**src/rtl/pipeline_stall_controller_pkg.sv**
```systemverilog
// Shared state codes, control bundle and decode helpers for the pipeline stall controller.
// The datapath and the bench decode `state` with these codes.
package pipeline_stall_controller_pkg;

    localparam int STATE_W = 3;

    localparam logic [STATE_W-1:0] S_RESET      = 3'd0;
    localparam logic [STATE_W-1:0] S_RUN        = 3'd1;
    localparam logic [STATE_W-1:0] S_LOAD_STALL = 3'd2;
    localparam logic [STATE_W-1:0] S_BR_FLUSH   = 3'd3;
    localparam logic [STATE_W-1:0] S_MEM_WAIT   = 3'd4;

    typedef struct packed {
        logic pc_write;
        logic ifid_write;
        logic ifid_flush;
        logic idex_bubble;
        logic exmem_hold;
    } ctrl_t;

    // Moore decode; illegal codes drive everything low until the FSM recovers.
    function automatic ctrl_t decode_ctrl(input logic [STATE_W-1:0] s);
        ctrl_t c;
        c = '0;
        case (s)
            S_RUN: begin
                c.pc_write   = 1'b1;
                c.ifid_write = 1'b1;
            end
            S_LOAD_STALL: begin
                c.idex_bubble = 1'b1;
            end
            S_BR_FLUSH: begin
                c.pc_write    = 1'b1;
                c.ifid_write  = 1'b1;
                c.ifid_flush  = 1'b1;
                c.idex_bubble = 1'b1;
            end
            S_MEM_WAIT: begin
                c.exmem_hold = 1'b1;
            end
            default: c = '0;
        endcase
        return c;
    endfunction

    // Memory stall outranks a taken branch, which outranks a load-use hazard.
    function automatic logic [STATE_W-1:0] run_next(input logic mem_busy,
                                                    input logic branch_taken,
                                                    input logic hazard);
        logic [STATE_W-1:0] n;
        if (mem_busy)          n = S_MEM_WAIT;
        else if (branch_taken) n = S_BR_FLUSH;
        else if (hazard)       n = S_LOAD_STALL;
        else                   n = S_RUN;
        return n;
    endfunction

endpackage

```
**src/rtl/sat_counter.sv**
```systemverilog
// Up-counter that sticks at all-ones instead of wrapping.
module sat_counter #(
    parameter int W = 16
) (
    input  logic         clock,
    input  logic         reset_n,
    input  logic         inc,
    output logic [W-1:0] count
);

    always_ff @(posedge clock or negedge reset_n) begin
        if (!reset_n) begin
            count <= '0;
        end else if (inc && (count != {W{1'b1}})) begin
            count <= count + 1'b1;
        end
    end

endmodule

```
**src/rtl/pipeline_stall_controller.sv**
```systemverilog
// Sequences PC / IF/ID / ID/EX / EX/MEM enables from hazard, branch and memory-busy inputs,
// with a saturating stall-cycle counter and a sticky memory-timeout flag.
module pipeline_stall_controller
    import pipeline_stall_controller_pkg::*;
#(
    parameter int MAX_MEM_WAIT = 15,
    parameter int CNT_W        = 16
) (
    input  logic               clock,
    input  logic               reset_n,
    input  logic               hazard,
    input  logic               branch_taken,
    input  logic               mem_busy,
    output logic               pc_write,
    output logic               ifid_write,
    output logic               ifid_flush,
    output logic               idex_bubble,
    output logic               exmem_hold,
    output logic [STATE_W-1:0] state,
    output logic [CNT_W-1:0]   stall_count,
    output logic               mem_timeout
);

    localparam int                WAIT_W    = $clog2(MAX_MEM_WAIT);
    localparam logic [WAIT_W-1:0] WAIT_LAST = WAIT_W'(MAX_MEM_WAIT - 1);

    logic [STATE_W-1:0] state_next;
    logic [WAIT_W-1:0]  wait_cnt;
    logic [WAIT_W-1:0]  wait_next;
    logic               timeout_set;
    logic               stall_inc;
    ctrl_t              ctrl;

    always_comb begin
        state_next  = S_RUN;
        wait_next   = wait_cnt;
        timeout_set = 1'b0;
        ctrl        = decode_ctrl(state);

        case (state)
            S_RESET: state_next = S_RUN;
            S_RUN, S_LOAD_STALL, S_BR_FLUSH:
                state_next = run_next(mem_busy, branch_taken, hazard);
            // On exit, branch/hazard are dropped; the hazard unit re-asserts them.
            S_MEM_WAIT: begin
                if (!mem_busy) begin
                    state_next = S_RUN;
                end else if (wait_cnt == WAIT_LAST) begin
                    state_next  = S_RUN;
                    timeout_set = 1'b1;
                end else begin
                    state_next = S_MEM_WAIT;
                end
            end
            default: state_next = S_RUN;
        endcase

        // Count only while staying, so wait_cnt never exceeds WAIT_LAST.
        if (state_next == S_MEM_WAIT) begin
            if (state != S_MEM_WAIT) wait_next = '0;
            else                     wait_next = wait_cnt + 1'b1;
        end
    end

    always_ff @(posedge clock or negedge reset_n) begin
        if (!reset_n) begin
            state       <= S_RESET;
            wait_cnt    <= '0;
            mem_timeout <= 1'b0;
        end else begin
            state    <= state_next;
            wait_cnt <= wait_next;
            if (timeout_set) mem_timeout <= 1'b1;
        end
    end

    assign pc_write    = ctrl.pc_write;
    assign ifid_write  = ctrl.ifid_write;
    assign ifid_flush  = ctrl.ifid_flush;
    assign idex_bubble = ctrl.idex_bubble;
    assign exmem_hold  = ctrl.exmem_hold;

    assign stall_inc = (state == S_LOAD_STALL) || (state == S_MEM_WAIT);

    sat_counter #(.W(CNT_W)) u_stall_cnt (
        .clock   (clock),
        .reset_n (reset_n),
        .inc     (stall_inc),
        .count   (stall_count)
    );

endmodule

```
**config.mk**
```make
export PLATFORM = sky130hd
export DESIGN_NAME = pipeline_stall_controller
export DESIGN_NICKNAME = d
export VERILOG_FILES = /design/src/rtl/pipeline_stall_controller_pkg.sv /design/src/rtl/sat_counter.sv /design/src/rtl/pipeline_stall_controller.sv
export SDC_FILE = /design/constraint.sdc
export NUM_CORES = 1
export LEC_CHECK = 0
export CORE_MARGIN = 1.5
export CORE_UTILIZATION = 40
export CTS_BUF_LIST = sky130_fd_sc_hd__clkbuf_16
export DETAILED_ROUTE_END_ITERATION = 10
export PLACE_DENSITY = 0.73
export SYNTH_ARGS = -nofsm -noshare
export SYNTH_HDL_FRONTEND = slang
export SYNTH_SLANG_ARGS = --single-unit
```
**constraint.sdc**
```tcl
create_clock -name clock -period 1.4 [get_ports clock]
set_input_delay 0.42 -clock clock [delete_from_list [all_inputs] [get_ports clock]]
set_output_delay 0.42 -clock clock [all_outputs]
set_load 0.05 [all_outputs]
```
* After elaboration in Yosys (flattened, before gate mapping)
Index checks and enable logic that the tools add are counted.
Operators by class: muxes and demuxes 14, equal/unequal tests 8, add/sub/neg operators 2, reduce and logical (&&, ||, !) cells 5
Operator list (number):
- adder 16 x 1 -> 16 bit (second input constant) | 1
- inequality test 16 bit (second input constant) | 1
- 2-to-1 mux 3 bit | 3
- equality test 3 x 2 -> 1 bit (second input constant) | 2
- equality test 3 bit (second input constant) | 2
- 2-to-1 mux 1 bit | 6
- 2-to-1 mux 2 bit | 3
- one-hot mux 3 bit (2 select lines) | 1
- adder 4 x 1 -> 4 bit (second input constant) | 1
- equality test 4 bit (second input constant) | 1
- 2-to-1 mux 4 bit | 1
- OR reduction 2 bit | 2
- equality test 3 x 1 -> 1 bit (second input constant) | 1
- inequality test 3 bit (second input constant) | 1
- OR reduction 3 bit | 1
- logical AND 1 bit | 1
- logical OR 1 bit | 1
Word-level totals: input bits 5, output and inout port bits 25, word-level logic and storage cells 33, flip-flop bits (word level) 24

* Longest topological paths before layout
word-level depth 5, depth in mapped cells 6, gate-level depth less buffers 6

* Hierarchy
A second synthesis with hierarchy kept.
Unflattened totals: cells, all modules 118, area total of the unflattened synthesis 1345.0 um2
By module, submodules not included:
- sat_counter | area each 859.6 um2, instances 1, seq. area each 400.4 um2, cells an instance 72
- pipeline_stall_controller | area each 485.5 um2, instances 1, seq. area each 200.2 um2, cells an instance 46

* Worst setup path after synthesis
OpenSTA, ideal clock, no wires.
kind reg2reg, start point reg state[2], end point reg wait_cnt[2], period minus slack after synthesis 2794 ps, buffers on the path 1, path slack -1394 ps, library setup time 135 ps, data required time 1265 ps, stages on the path, launching flop included 6, arrival time 2660 ps, cells stage by stage dfrtp_1 buf_6 nor3b_1 nand2_1 o21ai_0 a21oi_1
On the way: word-level cells in the longest chain between the ends 4, elaborated cells between the ends (all ways) 9, those cells by class eq/ne: 6; mux: 2; reduce/logical: 1
Ends and longest elaborated chain:
- start, declared | RTL line pipeline_stall_controller.sv:19 | output logic [STATE_W-1:0] state,
- start signal, assigned | RTL line pipeline_stall_controller.sv:71 | state <= state_next;
- equality test 3 x 2 -> 1 bit / equality test 3 x 1 -> 1 bit (equally long branches) | RTL line pipeline_stall_controller.sv:40 | case (state)
- OR reduction 3 bit | RTL line pipeline_stall_controller.sv:40
- one-hot mux 3 bit (2 select lines) | RTL line pipeline_stall_controller.sv:40
- equality test 3 bit | RTL line pipeline_stall_controller.sv:59 | if (state_next == S_MEM_WAIT) begin
- end signal, assigned | RTL line pipeline_stall_controller.sv:72 | wait_cnt <= wait_next;
- end, declared | RTL line pipeline_stall_controller.sv:28 | logic [WAIT_W-1:0] wait_cnt;
Several ways; a longest one is shown, not always the timed one. A chain may end at the register's enable or synchronous reset.

* Final worst setup path
start point reg state[2], end point out ifid_flush
On the way: word-level cells in the longest chain between the ends 2
Ends and longest elaborated chain:
- equality test 3 x 2 -> 1 bit | RTL line pipeline_stall_controller_pkg.sv:25 | case (s)
- 2-to-1 mux 1 bit | RTL line pipeline_stall_controller_pkg.sv:25
- end, declared | RTL line pipeline_stall_controller.sv:16 | output logic ifid_flush,
No other way between the ends.

==> results.py <==
metrics = {
    "outcome": {
        "status": "complete, but fails checks",
        "violations": "setup timing",
    },
    "synth": {
        "synth.cell_area_um2": 1240,
        "ys_warn_count": 0,
        "syn-num-nets": 124,
        "syn_inst": 116,
        "ys_ff_latch": 24,
        "yosysTopAreaCell": "dfrtp_1",
        "synth_area_per_cell_um2": 10.7,
        "synth_top_area_share_pct": 48.6,
        "synth_compound_area_share_pct": 8.60,
        "synth_common_cells": "dfrtp_1 (24), nand3_1 (12), xnor2_1 (12)",
        "synthSimpleGateAreaFrac_pct": 24.9,
        "synthDistinctLibCells": 39,
        "synth.most_common_cell": "dfrtp_1",
        "synthMuxAreaShare_pct": 2.94,
        "synth_edf_count": 0,
        "async_flop_share_pct": 100,
        "synth_top_family_by_area": "simple AND/OR/NAND/NOR gates",
        "yosys-top-cells-area": "dfrtp_1 (49%), xnor2_1 (8.5%), nand3_1 (4.9%)",
        "synthAdderAreaFrac_pct": 3.04,
        "ys_seq_area_share_pct": 48.6,
        "synthXorXnorAreaFrac_pct": 9.21,
        "yosys_most_used_dff": "dfrtp_1",
    },
    "layout": {
        "fillers": 113,
        "area_delta_synth_final_pct": 110,
        "nets": 206,
        "drive_gt1_share_pct": 67.5,
        "num_antenna_cells": 0,
        "fin_cells": 228,
    },
    "critical_path": {
        "critPathRequiredTime_ps": 980,
        "cp-start-kind": "register",
        "end_kind": "output port",
        "critPathKind": "register to output port",
        "arrival_ps": 1270,
        "cp_max_fo": 5,
        "ff2ff_path_depth": 5,
    },
    "route": {
        "dr.pass1.iters": 4,
        "wl_per_cell_um": 21.0,
        "viasPerCell": 5.72,
        "drtIter0Drc": 78,
        "num_vias": 1305,
        "ant_nets": 0,
        "drt-total-wl_um": 4800,
        "drc": 0,
    },
    "sta": {
        "setup_ws_ps": -294,
        "max_slew.worst_pin.slew_ps": 275,
        "hold_violations": 0,
        "max_freq_ghz": 0.590,
        "fin_crit_sh_pct": 121,
        "skew_ps": 3.46,
        "slew_headroom_pct": 81.5,
        "tns_ps": -3280,
        "setup_viol": 23,
        "drv_slew": 0,
        "fin_crit_ps": 1690,
        "rsz0062_at_grt": "true",
        "hold_ws_ps": 513,
    },
    "floorplanning": {
        "io_pins": 30,
        "start_util_pct": 43.3,
        "rows": 19,
        "die-area_um2": 3430,
        "die_h_um": 58.6,
        "core_area_um2": 2850,
        "fp.dieW_um": 58.6,
    },
    "global_route": {
        "grt_pass1_wl_um": 6660,
        "antenna_found_initial": 0,
        "grt_use_total_pct": 26.8,
        "grt_pass1_vias": 1330,
        "grt_overflow": 0,
        "grt_max_degree": 25,
    },
    "place": {
        "dp.final_hpwl_um": 2490,
        "gp_congestion": 0.803,
        "io_buffers": 29,
        "dp_cells": 206,
        "place_ws_ps": -103,
    },
    "clock_network": {
        "cts_tree": "done",
        "clk_pin_slew_ps": 60,
        "clock-sinks": 24,
        "cts_root_buf": "clkbuf_16",
        "h-tree-depth": 1,
        "clk_latency_ps": 260,
        "clk_path_buf_depth": 2,
        "cts_hold_buf": 0,
        "cts_buffers": 3,
    },
    "power": {
        "power_density_nw_per_um2": 1600,
        "p_leak_nw": 1.14,
        "ir_worst_vdd_mv": 1.36,
    },
    "flow_run": {
        "maxCapViolCount": 0,
    },
    "min_path": {
        "hold_class": "primary input to asynchronous set/reset pin",
    },
}
worst max-delay path, cell delays in order (launching register included):
cell     delay (ps)
dfrtp_2         430
buf_8           150
nor2b_4         120
and2_4          170
buf_12          130
layer usage:
layer / vias to the layer above / GRT usage, % / wire (µm)
li1: 583 / - / -
met1: 656 / 28.0 / 1720
met2: 48 / 52.5 / 2750
met3: 18 / 4.62 / 132
met4: 0 / 10.1 / 189
met5: - / 0 / 0
state kept, by name (all words and copies together) (netlist names):
register           count
u_stall_cnt.count     16
mem_timeout            1
state                  3
wait_cnt               4
final cells by class:
cell class | count | area, µm² | share of cell area, %
timing repair buffer | 80 | 1010 | 39.0
multi-input combinational | 86 | 832 | 32.0
sequential | 24 | 626 | 24.1
clock buffer | 3 | 75.1 | 2.89
tap | 31 | 38.8 | 1.49
inverter | 3 | 11.3 | 0.433
clock inverter | 1 | 3.75 | 0.144
cells in the final DEF, fill, tap and decap left out, drive strengths merged, types with 2 or more instances in the layout:
cell / count
nand2: 8
nand3: 12
nor2b: 2
clkdlybuf4s50: 4
nor3b: 2
a22o: 2
and3: 5
a21oi: 4
and2: 3
buf: 76
and4: 2
clkbuf: 3
mux2: 2
o21ai: 2
ha: 3
nor4: 2
dfrtp: 24
a31oi: 3
inv: 4
nor2: 6
xnor2: 12
nand4: 5
metrics by stage:
stage	util [%]	power, mW	cell area, µm²
floorplan	-	1.89	1320
global placement	74.7	2.78	2130
detailed placement	74.7	2.84	2130
CTS	85.5	3.83	2440
global route	91.2	4.29	2600
finish	91.2	4.17	2600
where the power goes:
group | internal [mW] | switching [mW] | total (mW)
registers | 0.826 | 0.165 | 0.992
clock network | 0.382 | 0.248 | 0.631
logic | 1.30 | 1.25 | 2.55
what timing repair did:
action / 4_1_cts / 5_1_grt
pin swaps: 5 / 5
endpoints found under the setup margin: 29 / 39
resized for setup: 32 / 23
setup buffers: 10 / 10
kinds of logic after synthesis:
| logic type | Yosys count |
|---|---|
| AOI/OAI and AO/OA | 16 |
| xor gates and xnor gates | 13 |
| adders and majority gates | 3 |
| buffers and inverters | 6 |
| DFF | 24 |
| muxes | 3 |
| and+or+nand+nor | 51 |
worst paths after layout:
| check | from | to | slack (ps) |
|---|---|---|---|
| max | state[2] | ifid_flush | -290 |
| max reg2reg | state[0] | u_stall_cnt.count[9] | -240 |
| min reg2reg | u_stall_cnt.count[12] | u_stall_cnt.count[12] | 570 |
| max in group asynchronous | reset_n | state[0] | 720 |
| min in group clock | u_stall_cnt.count[12] | u_stall_cnt.count[12] | 570 |
| min | reset_n | u_stall_cnt.count[11] | 510 |
No activity file was read; power rests on OpenSTA's default activity.
